==> config.mk <==
export PLATFORM = sky130hd
export DESIGN_NAME = spike_out_queue
export DESIGN_NICKNAME = d
export VERILOG_FILES = /design/src/rtl/spike_out_pkg.sv /design/src/rtl/spike_fifo_mem.sv /design/src/rtl/spike_out_queue.sv
export SDC_FILE = /design/constraint.sdc
export NUM_CORES = 1
export LEC_CHECK = 0
export ABC_AREA = 1
export CORE_MARGIN = 8
export CORE_UTILIZATION = 45
export DETAILED_ROUTE_END_ITERATION = 12
export GPL_TIMING_DRIVEN = 0
export PLACE_DENSITY = 0.69
export SLEW_MARGIN = 30
export SYNTH_ARGS = -nofsm -noshare
export SYNTH_HDL_FRONTEND = slang
export SYNTH_SLANG_ARGS = --single-unit
==> constraint.sdc <==
create_clock -name clk_i -period 5.1 [get_ports clk_i]
set_input_delay 1.275 -clock clk_i [delete_from_list [all_inputs] [get_ports clk_i]]
set_output_delay 1.275 -clock clk_i [all_outputs]
set_load 0.05 [all_outputs]
==> src/rtl/spike_out_pkg.sv <==
// Shared constants for the spike output queue: packet width default and drop counter sizing.
package spike_out_pkg;
  localparam int unsigned AER_BIT_WIDTH_DEF = 32;
  localparam int unsigned DROP_CNT_WIDTH    = 16;
  localparam logic [DROP_CNT_WIDTH-1:0] DROP_CNT_MAX = 16'hFFFF;
endpackage

==> src/rtl/spike_fifo_mem.sv <==
// Spike FIFO storage: one synchronous write port, one asynchronous read port, no reset.
module spike_fifo_mem #(
  parameter int unsigned WIDTH     = 32,
  parameter int unsigned DEPTH     = 4,
  parameter int unsigned PTR_WIDTH = 2
) (
  input  logic                 clk_i,
  input  logic                 we_i,
  input  logic [PTR_WIDTH-1:0] waddr_i,
  input  logic [WIDTH-1:0]     wdata_i,
  input  logic [PTR_WIDTH-1:0] raddr_i,
  output logic [WIDTH-1:0]     rdata_o
);

  logic [WIDTH-1:0] mem_q [DEPTH];

  always_ff @(posedge clk_i) begin
    if (we_i) mem_q[waddr_i] <= wdata_i;
  end

  assign rdata_o = mem_q[raddr_i];

endmodule

==> src/rtl/spike_out_queue.sv <==
// First-word-fall-through queue carrying fired-neuron AER packets to the router.
// Define SPIKE_OUT_DROP_CNT_EN to build the saturating dropped-spike counter.
module spike_out_queue
  import spike_out_pkg::*;
#(
  parameter int unsigned AER_BIT_WIDTH = AER_BIT_WIDTH_DEF,
  parameter int unsigned DEPTH         = 4,
  parameter int unsigned PTR_WIDTH     = 2
) (
  input  logic                      clk_i,
  input  logic                      rst_i,
  input  logic                      outSpike_i,
  input  logic [AER_BIT_WIDTH-1:0]  SpikeAER_i,
  input  logic                      flush_i,
  output logic [AER_BIT_WIDTH-1:0]  pkt_o,
  output logic                      pkt_valid_o,
  input  logic                      pkt_ready_i,
  output logic [PTR_WIDTH:0]        count_o,
  output logic                      full_o,
  output logic                      empty_o,
  output logic [DROP_CNT_WIDTH-1:0] drop_cnt_o
);

  localparam int unsigned CNT_WIDTH = PTR_WIDTH + 1;

  logic [PTR_WIDTH-1:0] wr_ptr_q, wr_ptr_d;
  logic [PTR_WIDTH-1:0] rd_ptr_q, rd_ptr_d;
  logic [CNT_WIDTH-1:0] count_q, count_d;
  logic                 push_c, pop_c;

  assign empty_o     = (count_q == '0);
  assign full_o      = (count_q == CNT_WIDTH'(DEPTH));
  assign pkt_valid_o = ~empty_o;
  assign count_o     = count_q;

  // A flush cycle swallows both push and pop.
  assign pop_c  = pkt_valid_o & pkt_ready_i & ~flush_i;
  assign push_c = outSpike_i & (~full_o | pop_c) & ~flush_i;

  always_comb begin
    wr_ptr_d = wr_ptr_q;
    rd_ptr_d = rd_ptr_q;
    count_d  = count_q;
    if (flush_i) begin
      wr_ptr_d = '0;
      rd_ptr_d = '0;
      count_d  = '0;
    end else begin
      if (push_c) wr_ptr_d = wr_ptr_q + PTR_WIDTH'(1);
      if (pop_c)  rd_ptr_d = rd_ptr_q + PTR_WIDTH'(1);
      case ({push_c, pop_c})
        2'b10:   count_d = count_q + CNT_WIDTH'(1);
        2'b01:   count_d = count_q - CNT_WIDTH'(1);
        default: count_d = count_q;
      endcase
    end
  end

  always_ff @(posedge clk_i or posedge rst_i) begin
    if (rst_i) begin
      wr_ptr_q <= '0;
      rd_ptr_q <= '0;
      count_q  <= '0;
    end else begin
      wr_ptr_q <= wr_ptr_d;
      rd_ptr_q <= rd_ptr_d;
      count_q  <= count_d;
    end
  end

  spike_fifo_mem #(
    .WIDTH     (AER_BIT_WIDTH),
    .DEPTH     (DEPTH),
    .PTR_WIDTH (PTR_WIDTH)
  ) u_mem (
    .clk_i   (clk_i),
    .we_i    (push_c),
    .waddr_i (wr_ptr_q),
    .wdata_i (SpikeAER_i),
    .raddr_i (rd_ptr_q),
    .rdata_o (pkt_o)
  );

`ifdef SPIKE_OUT_DROP_CNT_EN
  logic                      drop_c;
  logic [DROP_CNT_WIDTH-1:0] drop_cnt_q, drop_cnt_d;

  // A spike lost to a full queue that is not draining this cycle.
  assign drop_c = outSpike_i & full_o & ~pop_c & ~flush_i;

  always_comb begin
    drop_cnt_d = drop_cnt_q;
    if (drop_c && (drop_cnt_q != DROP_CNT_MAX)) drop_cnt_d = drop_cnt_q + DROP_CNT_WIDTH'(1);
  end

  always_ff @(posedge clk_i or posedge rst_i) begin
    if (rst_i) drop_cnt_q <= '0;
    else       drop_cnt_q <= drop_cnt_d;
  end

  assign drop_cnt_o = drop_cnt_q;
`else
  assign drop_cnt_o = '0;
`endif

endmodule

## After elaboration in Yosys (flattened, before gate mapping)

Memories as Yosys holds them, arrays and structs flattened.
Cells that the tools add are included.

- Register bits after elaboration: 7
- RAM bits: 128
- Bits of input ports: 37
- Output and inout port bits: 54
- Logic and storage cells: 31
- Memories: 1

Memory list:

| memory | depth | width | rd ports | clocked after Yosys merged registers in | wr ports | line | RTL |
|---|---|---|---|---|---|---|---|
| u_mem.mem_q | 4 | 32 | 1 | 0 | 1 | spike_fifo_mem.sv:15 | `logic [WIDTH-1:0] mem_q [DEPTH];` |

- $add $sub $neg: 4
- Equal/unequal tests: 3
- Multiplexer cells: 8
- Bitwise logic cells: 8
- Reduce and logical (&&, ||, !) cells: 4

Operator list:

| operator | count |
|---|---|
| 2-bit two-way mux | 4 |
| 3-bit case mux with 2 select lines | 1 |
| 2-bit by 1-bit adder with 2-bit output, second input constant | 2 |
| 1-bit bitwise AND | 4 |
| 2-bit nonzero test | 2 |
| 3-bit by 1-bit adder with 3-bit output, second input constant | 1 |
| 3-bit == test, second input constant | 1 |
| 3-bit zero test | 1 |
| 3-bit two-way mux | 1 |
| 1-bit NOT | 3 |
| 3-bit nonzero test | 1 |
| 3-bit by 1-bit subtractor with 3-bit output, second input constant | 1 |
| 2-bit by 1-bit == test with 1-bit output, second input constant | 1 |
| 2-bit == test, second input constant | 1 |
| 1-bit two-way mux | 2 |
| 1-bit bitwise OR | 1 |

## Longest topological paths before layout

Gate-level depths: netlist of run 1.

- Word-level depth: 10
- Mapped depth: 9
- Depth with buffers taken out: 9

## By module

A second synthesis of run 1 with hierarchy kept.

- Cells, all modules: 577
- Area total of the unflattened synthesis: 6000.8 um^2

By module, submodules not included:

| module | instances | cells each | area each (um^2) | sequential area each (um^2) |
|---|---|---|---|---|
| spike_fifo_mem | 1 | 509 | 5437.7 | 3843.7 |
| spike_out_queue | 1 | 68 | 563.0 | 175.2 |

## Least setup slack after synthesis of run 1

No wires, ideal clock.

- Kind: in2reg
- Start: in pkt_ready_i
- End: mem u_mem.mem_q[0][0], enable pin
- Library setup time: 0.421 ns
- Arrival: 3.000 ns
- Data required time: 4.679 ns
- Setup slack: 1.679 ns
- Stages: 4
- Path buffers: 0
- Cell sequence: nand2_4 > o21ai_2 > nand3_2 > nor2_1

- Word-level cells in the longest chain between the ends: 7

RTL lines:

| item | line | RTL |
|---|---|---|
| start, declared | spike_out_queue.sv:17 | `input logic pkt_ready_i,` |
| 1-bit bitwise AND (2 in series) | spike_out_queue.sv:37 | `assign pop_c = pkt_valid_o & pkt_ready_i & ~flush_i;` |
| 1-bit bitwise OR | spike_out_queue.sv:38 | `assign push_c = outSpike_i & (~full_o \| pop_c) & ~flush_i;` |
| 1-bit bitwise AND (2 in series) | spike_out_queue.sv:38 |  |
| 1-bit two-way mux | spike_fifo_mem.sv:18 | `if (we_i) mem_q[waddr_i] <= wdata_i;` |
| 1-bit two-way mux (not written as such) | spike_fifo_mem.sv:18 |  |
| end, declared | spike_fifo_mem.sv:15 |  |

Every way passes these cells.

## Final worst setup path of run 1

- Start: reg rd_ptr_q[1]
- End: out pkt_o[21]

- Word-level cells in the longest chain between the ends: 1

RTL lines:

| item | line | RTL |
|---|---|---|
| start, declared | spike_out_queue.sv:27 | `logic [PTR_WIDTH-1:0] rd_ptr_q, rd_ptr_d;` |
| start signal, assigned | spike_out_queue.sv:66 | `rd_ptr_q <= rd_ptr_d;` |
| memory read 4 x 32 bit | - |  |
| end, declared | spike_out_queue.sv:15 | `output logic [AER_BIT_WIDTH-1:0] pkt_o,` |

Every way passes these cells.

==> reports/results.ini, run 1 <==
[setup_path]
worstSetupPathDepth = 5
cp-startpoint = rd_ptr_q[1]
setup.worst_path.end = pkt_o[21]
path_buf_inv = 3
cp_cell_sequence = inv_1, clkbuf_1, o21ai_0, o22ai_1, clkdlybuf4s50_1
cp.arrival_ns = 2.77
rrSetupSlack_ns = 2.82
setup.worst_path.start_class = flop
cpMaxStageDelayCell = clkdlybuf4s50_1
r2r-end = u_mem.mem_q[0][17]
criticalPathCategory = flop to primary output
max_stage_delay_ns = 0.87
crit_required_ns = 3.83
reg2reg_from = count_o[2]
cp_max_fo = 10
r2r_cells = 7
critPathTopFamily = buffers and inverters
crit_path_end_kind = primary output

[grt]
grt_pass1_wl_um = 18900
grt_pass1_vias = 3594
antenna_found_initial = 0
track_usage_pct = 15.7
grt_max_degree = 20
grt-ovfl-total = 0

[job]
cap_violations = 0

[floorplan]
start_util_pct = 45.4
pin_count = 91
fp.dieArea_um2 = 15700
fp.dieH_um = 125
num_rows = 40
die_w_um = 125
core-area_um2 = 11900

[routing]
totalWireLength_um = 11900
drt-initial-drc-count = 222
postRouteAntennaNets = 0
vias = 3439
vias_per_cell = 5.16
drc = 0
first_pass_iters = 4
wire_per_inst_um = 17.8

[final_layout]
final_nets = 549
diodes = 0
area_growth_pct = 31.9
drive_gt1_share_pct = 14.6
final_area_um2 = 7110

[yosys]
synth_area_leader_cell = edfxtp_1
synth-edff-count = 128
synthArstFlopShare_pct = 5.19
yosys_warnings = 0
synthTopCellsByCount = edfxtp_1 (128), nor2_1 (69), o21ai_0 (52), o22ai_1 (32), buf_4 (18)
yosys.area.top_type_share_pct = 71.3
synth_ff_type = edfxtp_1
synth-seq-area-share_pct = 74.6
ys_ff_latch = 135
ys_top_cells_by_area = edfxtp_1 (71%), o21ai_0 (4.8%), nor2_1 (4.8%)
syn_inst = 395
ys_types = 28
syn_avg_cell_area_um2 = 13.6
yosysMostFrequentCell = edfxtp_1
syn_area_um2 = 5390

[power_and_ir_drop]
p_clk_share_pct = 41.5
power_density_nw_per_um2 = 413
peakVddDrop_mv = 0.216
pwr-share-seq_pct = 42.8
power_switching_share_pct = 25.2
p_leak_nw = 2.54
p_int_w = 0.00220
p_sw_w = 0.000741
pwr-share-comb_pct = 15.7

[place]
portBuffers = 74
routabilityCongestion = 0.714
dpl_cell_area_um2 = 6510
post-dp-hpwl_um = 7810

[outcome]
status = finished clean

[hold_path]
hold_path.class = flop to flop

[clocking]
post_cts_buffers = 0
cts_max_path_buffers = 2
cts_tree = yes
clock_latency_ns = 0.41
cts_hold_buf = 0
cts_sinks = 135
cts_made_buffers = 17
path_clk_slew_ns = 0.05
cts-root-buf = clkbuf_16
cts_htree_levels = 4
post_cts_resized = 0

[timing]
finClkSkew_ns = 0.00752
relSlewSlack_pct = 55.9
rsz0062_at_grt = false
fin_setup_tns_ns = 0
hold_violations = 0
max_freq_ghz = 0.247
finalMaxSlewViolations = 0
setup-violations-final = 0
min_period_ns = 4.04
tightestPinTransition_ns = 0.660
hold_slack_ns = 0.539
finalCritPeriodShare_pct = 79.3

-- cell usage in the layout (no fill, tap or decap), types with 14 or more instances in the layout --
master,count
edfxtp_1,128
clkdlybuf4s50_1,74
nor2_1,65
o21ai_0,52
o22ai_1,32
buf_4,18
inv_1,17
clkbuf_16,17
conb_1,16
o21ai_1,15
clkbuf_1,14
-- metal layers --
| layer | share of wire (%) | GRT usage [%] |
|---|---|---|
| met5 | 0 | 0 |
| met4 | 1.1 | 6.09 |
| met3 | 7.5 | 5.65 |
| met2 | 49 | 25.7 |
| met1 | 43 | 18.5 |
-- power by group through the flow --
| stage | Sequential (W) | Clock, W | Combinational [W] |
|---|---|---|---|
| 2_1_floorplan | 0.00129 | 0 | 0.000281 |
| 3_3_place_gp | 0.00128 | 0 | 0.000445 |
| 3_5_place_dp | 0.00128 | 0 | 0.000462 |
| 4_1_cts | 0.00126 | 0.00123 | 0.000463 |
| 5_1_grt | 0.00126 | 0.00127 | 0.000489 |
| 6_report | 0.00126 | 0.00122 | 0.000461 |
-- area by class of cell --
class / instances / area [um2]
timing repair buffer: 78 / 851
inverter: 20 / 75.1
clock inverter: 9 / 123
buffer: 36 / 218
fill: 917 / 4750
multi-input combinational: 219 / 1160
sequential: 135 / 4020
clock buffer: 23 / 478
tap: 147 / 184
-- logic make-up (layout without fill, tap and decap cells) --
family / after synthesis / after routing / share of synthesized area, %
flip-flops: 135 / 135 / 74.6
AO/OA/AOI/OAI: 106 / 106 / 11.1
AND/OR/NAND/NOR: 92 / 92 / 7.50
buffers and inverters: 56 / 166 / 5.43
adder cells (fa/ha/maj): 5 / 5 / 1.30
other: 1 / 16 / 0.0696
-- stage by stage --
step	worst slack (ns)	util [%]	instances	power (W)
floorplan	1.68	-	410	0.00157
global placement	-0.0172	53.7	631	0.00173
detailed placement	1.53	54.9	635	0.00174
CTS	1.08	59.9	667	0.00296
global route	0.934	59.9	667	0.00303
finish	1.06	59.9	667	0.00294
-- flip-flops by register name (all words and copies together), names as in the netlist --
| name | cells |
|---|---|
| u_mem.mem_q | 128 |
| count_o | 3 |
| rd_ptr_q | 2 |
| wr_ptr_q | 2 |
-- worst min-delay path by stage --
stage,startpoint,endpoint,depth (start not counted)
global placement,wr_ptr_q[0],wr_ptr_q[0],1
floorplan,wr_ptr_q[0],wr_ptr_q[0],1
global route,wr_ptr_q[0],wr_ptr_q[0],1
finish,wr_ptr_q[0],wr_ptr_q[0],1
detailed placement,wr_ptr_q[0],wr_ptr_q[0],1
CTS,wr_ptr_q[0],wr_ptr_q[0],1
Power figures use the tool's default switching activity.
==> inputs of run 2 (changes only) <==
- clock period: 5.1 -> 4 ns (I/O delays scaled with it)
==> results of run 2 <==
Same layout as run 1 (identical final DEF). Status: finished clean.
Among the figures that moved: setup slack after placement 1.53 ns -> 0.702 ns; setup slack after layout 1.06 ns -> 0.232 ns; register-to-register setup slack 2.82 ns -> 1.72 ns; total power 0.00294 W -> 0.00375 W; worst IR drop on VDD 0.216 mV -> 0.276 mV
